**config.mk**
```make
export PLATFORM = sky130hd
export DESIGN_NAME = seq_serializer
export DESIGN_NICKNAME = d
export VERILOG_FILES = /design/src/rtl/seq_serializer_pkg.sv /design/src/rtl/seq_serializer.sv
export SDC_FILE = /design/constraint.sdc
export NUM_CORES = 1
export LEC_CHECK = 0
export BUFFER_PORTS_ARGS = -buffer_cell sky130_fd_sc_hd__buf_2
export CAP_MARGIN = 30
export CORE_MARGIN = 3
export CORE_UTILIZATION = 50
export CTS_CLUSTER_DIAMETER = 40
export CTS_CLUSTER_SIZE = 16
export DETAILED_ROUTE_END_ITERATION = 10
export PLACE_DENSITY = 0.71
export SETUP_SLACK_MARGIN = 0.15
export SLEW_MARGIN = 15
export SYNTH_ARGS = -nofsm -noshare
export SYNTH_HDL_FRONTEND = slang
export SYNTH_SLANG_ARGS = --single-unit
```
**constraint.sdc**
```tcl
create_clock -name clk -period 3.6 [get_ports clk]
set_input_delay 0.9 -clock clk [delete_from_list [all_inputs] [get_ports clk]]
set_output_delay 0.9 -clock clk [all_outputs]
set_load 0.05 [all_outputs]
```
**src/rtl/seq_serializer_pkg.sv**
```systemverilog
// Shared constants for the serializer and the detector-side bench.
// State encoding plus default word and counter widths.
package seq_serializer_pkg;

  typedef enum logic [1:0] {
    SER_IDLE  = 2'b00,
    SER_SHIFT = 2'b01
  } ser_state_t;

  localparam int SER_WIDTH = 8;
  localparam int SER_CNT_W = 16;

endpackage

```
**src/rtl/seq_serializer.sv**
```systemverilog
// Parallel-to-serial feeder for the sequence detector.
// Back-to-back words shift out with no idle bit between them.
module seq_serializer
  import seq_serializer_pkg::*;
#(
  parameter int WIDTH      = SER_WIDTH,
  parameter bit MSB_FIRST  = 1'b1,
  parameter bit IDLE_LEVEL = 1'b0,
  parameter int CNT_W      = SER_CNT_W
) (
  input  logic             clk,
  input  logic             rst,
  input  logic [WIDTH-1:0] din,
  input  logic             din_valid,
  output logic             din_ready,
  input  logic             en,
  output logic             seq,
  output logic             seq_valid,
  output logic             frame_done,
  output logic [CNT_W-1:0] frame_cnt
);

  localparam int BW = (WIDTH > 1) ? $clog2(WIDTH) : 1;
  localparam logic [BW-1:0] LAST = BW'(WIDTH - 1);

  ser_state_t       state;
  logic [WIDTH-1:0] shreg;
  logic [WIDTH-1:0] shifted;
  logic [BW-1:0]    bitcnt;
  logic             last;

  assign last      = (state == SER_SHIFT) && en
                     && (bitcnt == LAST);
  assign din_ready = (state == SER_IDLE) || last;
  assign seq_valid = (state == SER_SHIFT);

  always_comb begin
    seq = IDLE_LEVEL;
    if (seq_valid)
      seq = MSB_FIRST ? shreg[WIDTH-1] : shreg[0];
  end

  // Shift toward whichever end feeds seq, zero fill.
  always_comb begin
    if (MSB_FIRST)
      shifted = {shreg[WIDTH-2:0], 1'b0};
    else
      shifted = {1'b0, shreg[WIDTH-1:1]};
  end

  always_ff @(posedge clk or negedge rst) begin
    if (!rst) begin
      state      <= SER_IDLE;
      shreg      <= '0;
      bitcnt     <= '0;
      frame_done <= 1'b0;
      frame_cnt  <= '0;
    end else begin
      frame_done <= 1'b0;
      case (state)
        SER_IDLE: begin
          if (din_valid) begin
            shreg  <= din;
            bitcnt <= '0;
            state  <= SER_SHIFT;
          end
        end
        SER_SHIFT: begin
          if (en) begin
            if (bitcnt == LAST) begin
              frame_done <= 1'b1;
              frame_cnt  <= frame_cnt + CNT_W'(1);
              // Reload in place so the next word follows gap-free.
              if (din_valid) begin
                shreg  <= din;
                bitcnt <= '0;
              end else begin
                state <= SER_IDLE;
              end
            end else begin
              shreg  <= shifted;
              bitcnt <= bitcnt + BW'(1);
            end
          end
        end
        default: state <= SER_IDLE;
      endcase
    end
  end

endmodule

```
# Yosys cells after proc, flatten, opt, wreduce, memory -nomap -nowiden
# Index checks and enable logic that the tools add are counted.
# word_totals
register_bits	30
# op_classes
n_eq_ne	6
n_mux	17
n_reduce_logical	8
addsub	2
# op_table
op	n
8-bit 2-to-1 mux	3
16-bit by 1-bit adder with 16-bit output, second input constant	1
8-bit case mux with 2 select lines	1
3-bit 2-to-1 mux	3
2-bit 2-to-1 mux	4
2-bit != test, second input constant	3
3-bit case mux with 2 select lines	1
1-bit 2-to-1 mux	4
2-bit case mux with 2 select lines	1
4-bit AND reduction	1
3-bit by 1-bit adder with 3-bit output, second input constant	1
3-bit == test, second input constant	1
3-bit AND reduction	1
2-bit by 1-bit == test with 1-bit output, second input constant	1
1-bit logical AND	2
2-bit zero test	1
2-bit by 1-bit != test with 1-bit output, second input constant	1
2-bit AND reduction	1
2-bit nonzero test	1
1-bit logical OR	1

# Longest topological paths before layout
# Gate-level depths: netlist of run 1.
# logic_depth
ltp_word	4
depth_mapped	6
mapped_depth_nobuf	6

# Worst setup path after synthesis of run 1
# No wires, ideal clock.
# synth_path
path_type	input to output
from	input port en
to	output port din_ready
required_time_ps	2700
path_stages	3
arrival_time_ps	1510
n_path_buf	1
path_slack_ps	1190
path_cell_list	buf_2 nand2_1 nand2_1
# synth_via
elab_chain_len	3
# synth_lines
item	line_no	rtl
from (decl)	seq_serializer.sv:16	input logic en,
1-bit logical AND	seq_serializer.sv:32	assign last = (state == SER_SHIFT) && en
1-bit logical AND	seq_serializer.sv:33	&& (bitcnt == LAST);
1-bit logical OR	seq_serializer.sv:34	assign din_ready = (state == SER_IDLE) || last;
to (decl)	seq_serializer.sv:15	output logic din_ready,
# Every way passes these cells.

# Worst setup path after layout of run 1
# layout_path
from	register bitcnt[0]
to	output port din_ready
# layout_via
elab_chain_len	3
# layout_lines
item	line_no	rtl
from (decl)	seq_serializer.sv:29	logic [BW-1:0] bitcnt;
from (signal assigned)	seq_serializer.sv:82	bitcnt <= bitcnt + BW'(1);
3-bit == test	seq_serializer.sv:33	
1-bit logical AND	seq_serializer.sv:33	
1-bit logical OR	seq_serializer.sv:34	
# Every way passes these cells.

==> key figures, run 1 <==
Clock network
  – CTS max path bufs: 2
  – Clock-pin slew on the worst setup and hold paths: approximately 0.10 ns
  – CTS tree: done
  – H-Tree Depth: 2
  – Worst skew pair latency: approximately 0.33 ns
  – Gates resized, CTS repair: 0
  – Hold_buf cts: 0
  – Post CTS Setup Buffer Count: 0
  – CTS sink cnt: 29
  – Num CTS Buffers: 5
  – CTS root buf: clkbuf_4

STA
  – Unrepaired setup endpoints after global routing: false
  – Fin crit share: 69.7%
  – Clock skew: 0.00996 ns
  – Peak Freq: 398 MHz
  – Tmin final: 2.51 ns
  – Slew HR: 58.5%
  – Final Max Tran Viols: 0
  – Worst Tran Pin Value: approximately 0.62 ns
  – Final Hold Fails: 0
  – Setup TNS: 0 ns
  – Final setup viols: 0

Yosys
  – #FFs+latches synth: 29
  – Top-count cell post-synth: dfrtp_1
  – Top post-synthesis cells by count: dfrtp_1 (29), nand2_1 (14), inv_1 (10)
  – YS warnings: 0
  – Most used DFF post-synth: dfrtp_1
  – Seq/Total Area, Yosys: 54.2%
  – Mapped Cells: 125
  – Yosys cell types: 28
  – Post-synth top area share: 54.2%
  – Synthesized area: 0.00134 mm^2
  – Mapped Avg Cell Area: 10.7 um^2
  – Post-synth EDFFs: 0
  – Yosys top cell by area: dfrtp_1
  – Post-Syn Nets: 141
  – Post-synth ARST share: 100%
  – Synth area leaders: dfrtp_1 (54%), xnor2_1 (5.9%), nand2_1 (3.9%)

Pwr
  – Sequential share of power: 46.8%
  – Clock power share: 24.4%
  – Max IR drop VDD: 0.443 mV
  – Int Pwr: 0.000596 W
  – Leakage: ~0.85 nW
  – Power Density: 586 mW/mm^2
  – Comb pwr share: 28.8%
  – Net Sw Frac: 36.4%
  – Net Sw Power: between 0.0003 and 0.0004 W

Placement
  – Hpwl dp: around 1900 um
  – Placed inst area: 0.00153 mm^2
  – GPL Wtd Cong: 0.818
  – Port buffer count: 31

Layout
  – Area delta synth->final: 19.2%
  – Diode count: 0
  – Final Cell Area: approximately 0.0016 mm^2
  – Share of layout cells above drive strength 1: 28.2%
  – Fill cell count: roughly 220
  – NumNets Final: 178

Global route
  – Number of global-route vias before repair: approximately 1,000
  – GRT Total Usage: 18.1%
  – Initial antenna violation count: 0
  – GRT Residual Overflow: 0
  – First-pass GRT wire length: 4550 um
  – Largest net degree at the start of global routing: 30

Drt
  – Via count: roughly 1,000
  – WL final: between 2000 and 3000 um
  – Initial DRC Count: 48
  – Drt drc: 0
  – DR vias/cell: between 5 and 6
  – WL per Instance: 13.3 um
  – First-pass DRT Iterations: 4
  – ANT nets after route: 0

Critical path
  – Worst reg2reg path startpoint: bitcnt[0]
  – Critical Path RT: 2.70 ns
  – Endpoint class of the critical path: output pin
  – R2R setup slack: around 1.9 ns
  – Reg2Reg Capture Point: frame_cnt[12]
  – Arr. time, crit path: 1.61 ns
  – Worst Reg-to-Reg Cells: 6
  – Startpoint types: register
  – Worst Setup SP: bitcnt[0]
  – Critical path peak fanout: 5
  – Start-to-end type of the worst setup path: register to output pin

Run
  – MaxCap Viol Count: 0

Die
  – Num rows: 18
  – Initial Util: 53.1%
  – Core area: 0.00252 mm^2
  – Chip width: 57.8 um
  – Vert. Die Dim: 57.8 um
  – Die area: roughly 0.0033 mm^2
  – Ports: 32

Worst hold path
  – Hold_sp: frame_cnt[15]
  – Hold endpoint: frame_cnt[15]
  – Hold path depth: 1
  – Hold crit path type: register to register

Status
  – Status: completed
-- metrics by stage --
| stage | setup WS, ns | hold WS, ns | cells | total power, W | utilization (%) |
|---|---|---|---|---|---|
| after floorplan | 1.19 | 0.442 | 125 | 0.000639 | - |
| after global placement | 1.20 | 0.455 | 185 | 0.000699 | 60.6 |
| after detailed placement | 1.17 | 0.459 | 185 | 0.000714 | 60.6 |
| after CTS | 1.07 | 0.475 | 193 | 0.000946 | 63.3 |
| after global routing | 0.999 | 0.505 | 193 | 0.000999 | 63.3 |
| final | 1.09 | 0.468 | 193 | 0.000937 | 63.3 |
-- registers in the layout (all words and copies together) (netlist names) --
name	cells
shreg	8
bitcnt	3
state	1
frame_done	1
frame_cnt	16
-- layer usage --
metal	up-vias	routed length (um)	GRT usage (%)
met3	5	163	7.13
met4	0	37	6.29
met1	490	1060	21.4
met5	-	0	0
li1	499	-	-
met2	31	1310	30.0
-- placed cells by master, fill, tap and decap left out --
cell type  netlist  layout
nand2b_1         1       1
nand3_4          1       1
nor2_1           4       4
clkinv_2         0       1
nor4_1           1       1
mux2_2           1       1
and2b_1          1       1
nor4_2           1       1
buf_2            1      31
xor2_1           6       6
nand2_1         14      14
inv_1           10      10
xnor2_1          9       9
nand3_1          7       7
o21ai_2          1       1
nor3_1           1       1
nor2b_1          3       3
o22ai_1          6       6
o22ai_2          1       1
nand4_2          1       1
o21ai_0          5       5
a22oi_1          1       1
ha_1             4       4
dfrtp_1         29      29
clkbuf_8         0       2
nand4_1          3       3
and3_1           1       1
clkbuf_4         0       5
nor3_4           1       1
and2_1           2       2
a21oi_1          9       9
-- logic make-up (layout without fill, tap and decap cells) --
kind of cell | Yosys count | after routing | synth area share (%)
buffers and inverters | 11 | 49 | 3.17
flip-flops | 29 | 29 | 54.2
AO/OA/AOI/OAI | 23 | 23 | 10.2
XOR/XNOR | 15 | 15 | 9.80
AND/OR/NAND/NOR | 42 | 42 | 18.1
adder cells (fa/ha/maj) | 4 | 4 | 3.73
multiplexers | 1 | 1 | 0.840
-- power by group through the flow --
stage / combinational, W / clock, W / sequential, W
after floorplan: 0.000153 / 0 / 0.000486
after global placement: 0.000258 / 0 / 0.000441
after detailed placement: 0.000270 / 0 / 0.000444
after CTS: 0.000274 / 0.000234 / 0.000438
after global routing: 0.000298 / 0.000250 / 0.000450
final: 0.000270 / 0.000228 / 0.000438
-- worst max-delay path by stage --
stage,end,slack [ns],depth (start not counted)
finish,din_ready,1.09,5
floorplan,din_ready,1.19,3
CTS,din_ready,1.07,5
global placement,din_ready,1.20,4
global route,din_ready,1.0,5
detailed placement,din_ready,1.17,4
-- critical path: stages, from the launching register on --
cell and delay, ns:
dfrtp_1 0.38, ha_1 0.19, ha_1 0.29, nand2_1 0.08
nand2_1 0.09, buf_2 0.27
-- layout make-up --
| type | count | area (um^2) | share of cell area [%] |
|---|---|---|---|
| clock buffers | 7 | 65.1 | 4.07 |
| well taps | 30 | 37.5 | 2.35 |
| flip-flops and latches | 29 | 726 | 45.4 |
| repair buffers | 31 | 155 | 9.71 |
| clock inverters | 1 | 5.00 | 0.313 |
| multi-input cells | 85 | 572 | 35.8 |
| inverters | 10 | 37.5 | 2.35 |
No activity file was read; power rests on OpenSTA's default activity.
==> run 2: changes to the inputs <==
Settings changed: CORE_UTILIZATION 50 to 47, PLACE_DENSITY 0.71 to 0.7.
Clock period 3.6 ns to 2.1 ns, I/O delays scaled along.
==> run 2 against run 1 <==
Worst setup slack got worse by 0.91 ns. Via count increased by 4.0%. Worst hold slack got worse by 0.26 ns. Critical path type unchanged. Global-route usage decreased by 1.4 points. Largest power group unchanged. Register-to-register slack got worse by 1.5 ns. Die area increased by 5.7%.
==> key figures, run 2 (synthesized netlist as in run 1, its figures left out) <==
STA
  – Peak Freq: 521 MHz
  – Unrepaired setup endpoints after global routing: true
  – Setup TNS: 0 ns
  – Slew HR: 58.4%
  – Final Max Tran Viols: 0
  – Worst Tran Pin Value: 0.624 ns
  – Fin crit share: 91.3%
  – Tmin final: 1.92 ns
  – Clock skew: 0.0103 ns
  – Final Hold Fails: 0
  – Final setup viols: 0

Layout
  – Commonest cells after routing, fill and taps aside: buf_2 (30), dfrtp_1 (29), nand2_1 (12)
  – Diode count: 0
  – Most flops, register: frame_cnt
  – NumNets Final: 184
  – Most common cell after layout, fill and taps aside: buf_2
  – Final core utilization: approximately 64%
  – Area delta synth->final: 24.5%
  – Share of layout cells above drive strength 1: between 30% and 40%
  – Max reg flops: 16
  – Fill cell count: 202
  – Regs by FF count: frame_cnt: 16 flops, shreg: 8 flops, bitcnt: 3 flops

Die
  – Chip width: ~59 um
  – Vert. Die Dim: 59.4 um
  – Die area: approximately 0.0035 mm^2
  – Ports: 32
  – Core area: ~0.0026 mm^2
  – Initial Util: between 50% and 60%
  – Num rows: 18

Critical path
  – CP bufs+invs: 1
  – Crit-path slowest cell: dfrtp_1
  – Top Family by Delay on Critical Path: flip-flops
  – Worst Setup SP: bitcnt[1]
  – Start-to-end type of the worst setup path: register to output pin
  – Critical Path RT: around 1.6 ns
  – Worst reg2reg path startpoint: bitcnt[1]
  – Endpoint class of the critical path: output pin
  – Startpoint types: register
  – Arr. time, crit path: roughly 1.4 ns
  – Max incr delay on CP: 0.43 ns
  – Critical path peak fanout: 4
  – Crit-path cells: ha_4 > ha_4 > nand2_2 > nand2_2 > buf_8

Drt
  – Initial DRC Count: 39
  – DR vias/cell: around 5.4
  – Via count: 1,066
  – WL per Instance: 13.7 um
  – First-pass DRT Iterations: 4
  – WL final: 2710 um
  – Drt drc: 0
  – ANT nets after route: 0

Pwr
  – Max IR drop VDD: a little under 0.8 mV
  – Power Density: between 1000 and 1500 mW/mm^2
  – Leakage: ~0.87 nW

Clock network
  – CTS sink cnt: 29
  – CTS tree: done
  – H-Tree Depth: 2
  – Num CTS Buffers: 5
  – Clock-pin slew on the worst setup and hold paths: 0.09 ns
  – CTS max path bufs: 2
  – Worst skew pair latency: 0.32 ns
  – Hold_buf cts: 0
  – CTS root buf: clkbuf_4

Global route
  – Largest net degree at the start of global routing: 30
  – GR Util met2: 30.1%
  – Number of global-route vias before repair: 981
  – GRT Residual Overflow: 0
  – Layer carrying the most global-route usage: met2
  – GRT Total Usage: 16.7%
  – First-pass GRT wire length: around 4400 um
  – M3 GR Usage: a little over 4%
  – Met1 Resource Use GR: 18.6%
  – Initial antenna violation count: 0

Placement
  – Port buffer count: 31
  – GPL Wtd Cong: 0.749
  – Hpwl dp: a little under 2000 um

Run
  – MaxCap Viol Count: 0

Worst hold path
  – Hold crit path type: input pin to asynchronous set/reset pin

Status
  – Status: completed
run 2: cell count changes in the layout (fill, tap and decap cells not counted), sizes merged:
cell | previous run | this run
buf | 31 | 37
clkinv | 1 | 0
run 2: worst reg2reg max path, cell delays in order (launching register included):
cell,delay (ns)
dfrtp_1,0.43
ha_4,0.19
buf_4,0.13
ha_1,0.18
and2b_1,0.24
nand2_1,0.18
a22oi_1,0.19
o21ai_0,0.09
run 2: path summary, 6_finish.rpt:
| kind | end | slack, ns | depth (start not counted) |
|---|---|---|---|
| min in group clk | shreg[0] | 0.46 | 3 |
| min | frame_cnt[5] | 0.21 | 1 |
| max in group asynchronous | shreg[1] | 1.48 | 1 |
| max reg2reg | shreg[7] | 0.35 | 7 |
| min reg2reg | frame_cnt[15] | 0.46 | 1 |
| max | din_ready | 0.18 | 5 |
run 2: layer usage:
metal,share of wire (%),up-vias
met5,0,-
met4,2.1,0
met3,6.6,7
met2,51,34
met1,40,516
li1,-,509
run 2: layout make-up:
cell class,count,area [um^2],share of cell area (%)
Clock buffer,7,55.1,3.30
Inverter,10,37.5,2.25
Multi-Input combinational cell,85,602,36.1
Sequential cell,29,726,43.5
Tap cell,30,37.5,2.25
Timing Repair Buffer,37,210,12.6
run 2: per-stage QoR:
step | worst slack (ns) | total power [W] | cells | hold slack, ns | cell area, um^2
2_1_floorplan | 0.317 | 0.00110 | 125 | 0.229 | 1340
3_5_place_dp | 0.310 | 0.00122 | 185 | 0.457 | 1530
6_report | 0.182 | 0.00167 | 198 | 0.211 | 1670
4_1_cts | 0.153 | 0.00161 | 194 | 0.226 | 1620
3_3_place_gp | 0.360 | 0.00120 | 185 | 0.457 | 1530
5_1_grt | 0.114 | 0.00178 | 198 | 0.251 | 1670
run 2: timing repair:
action                     4_1_cts  5_1_grt
pin swaps                        0        1
resized for setup                5        4
setup buffers                    2        4
setup endpoints to repair        1        1
run 2: power breakdown:
group	internal [W]	switching [W]	total (W)
Combinational	0.000240	0.000331	0.000571
Sequential	0.000669	0.0000955	0.000765
Clock	0.000158	0.000179	0.000337
Total	0.00107	0.000606	0.00167
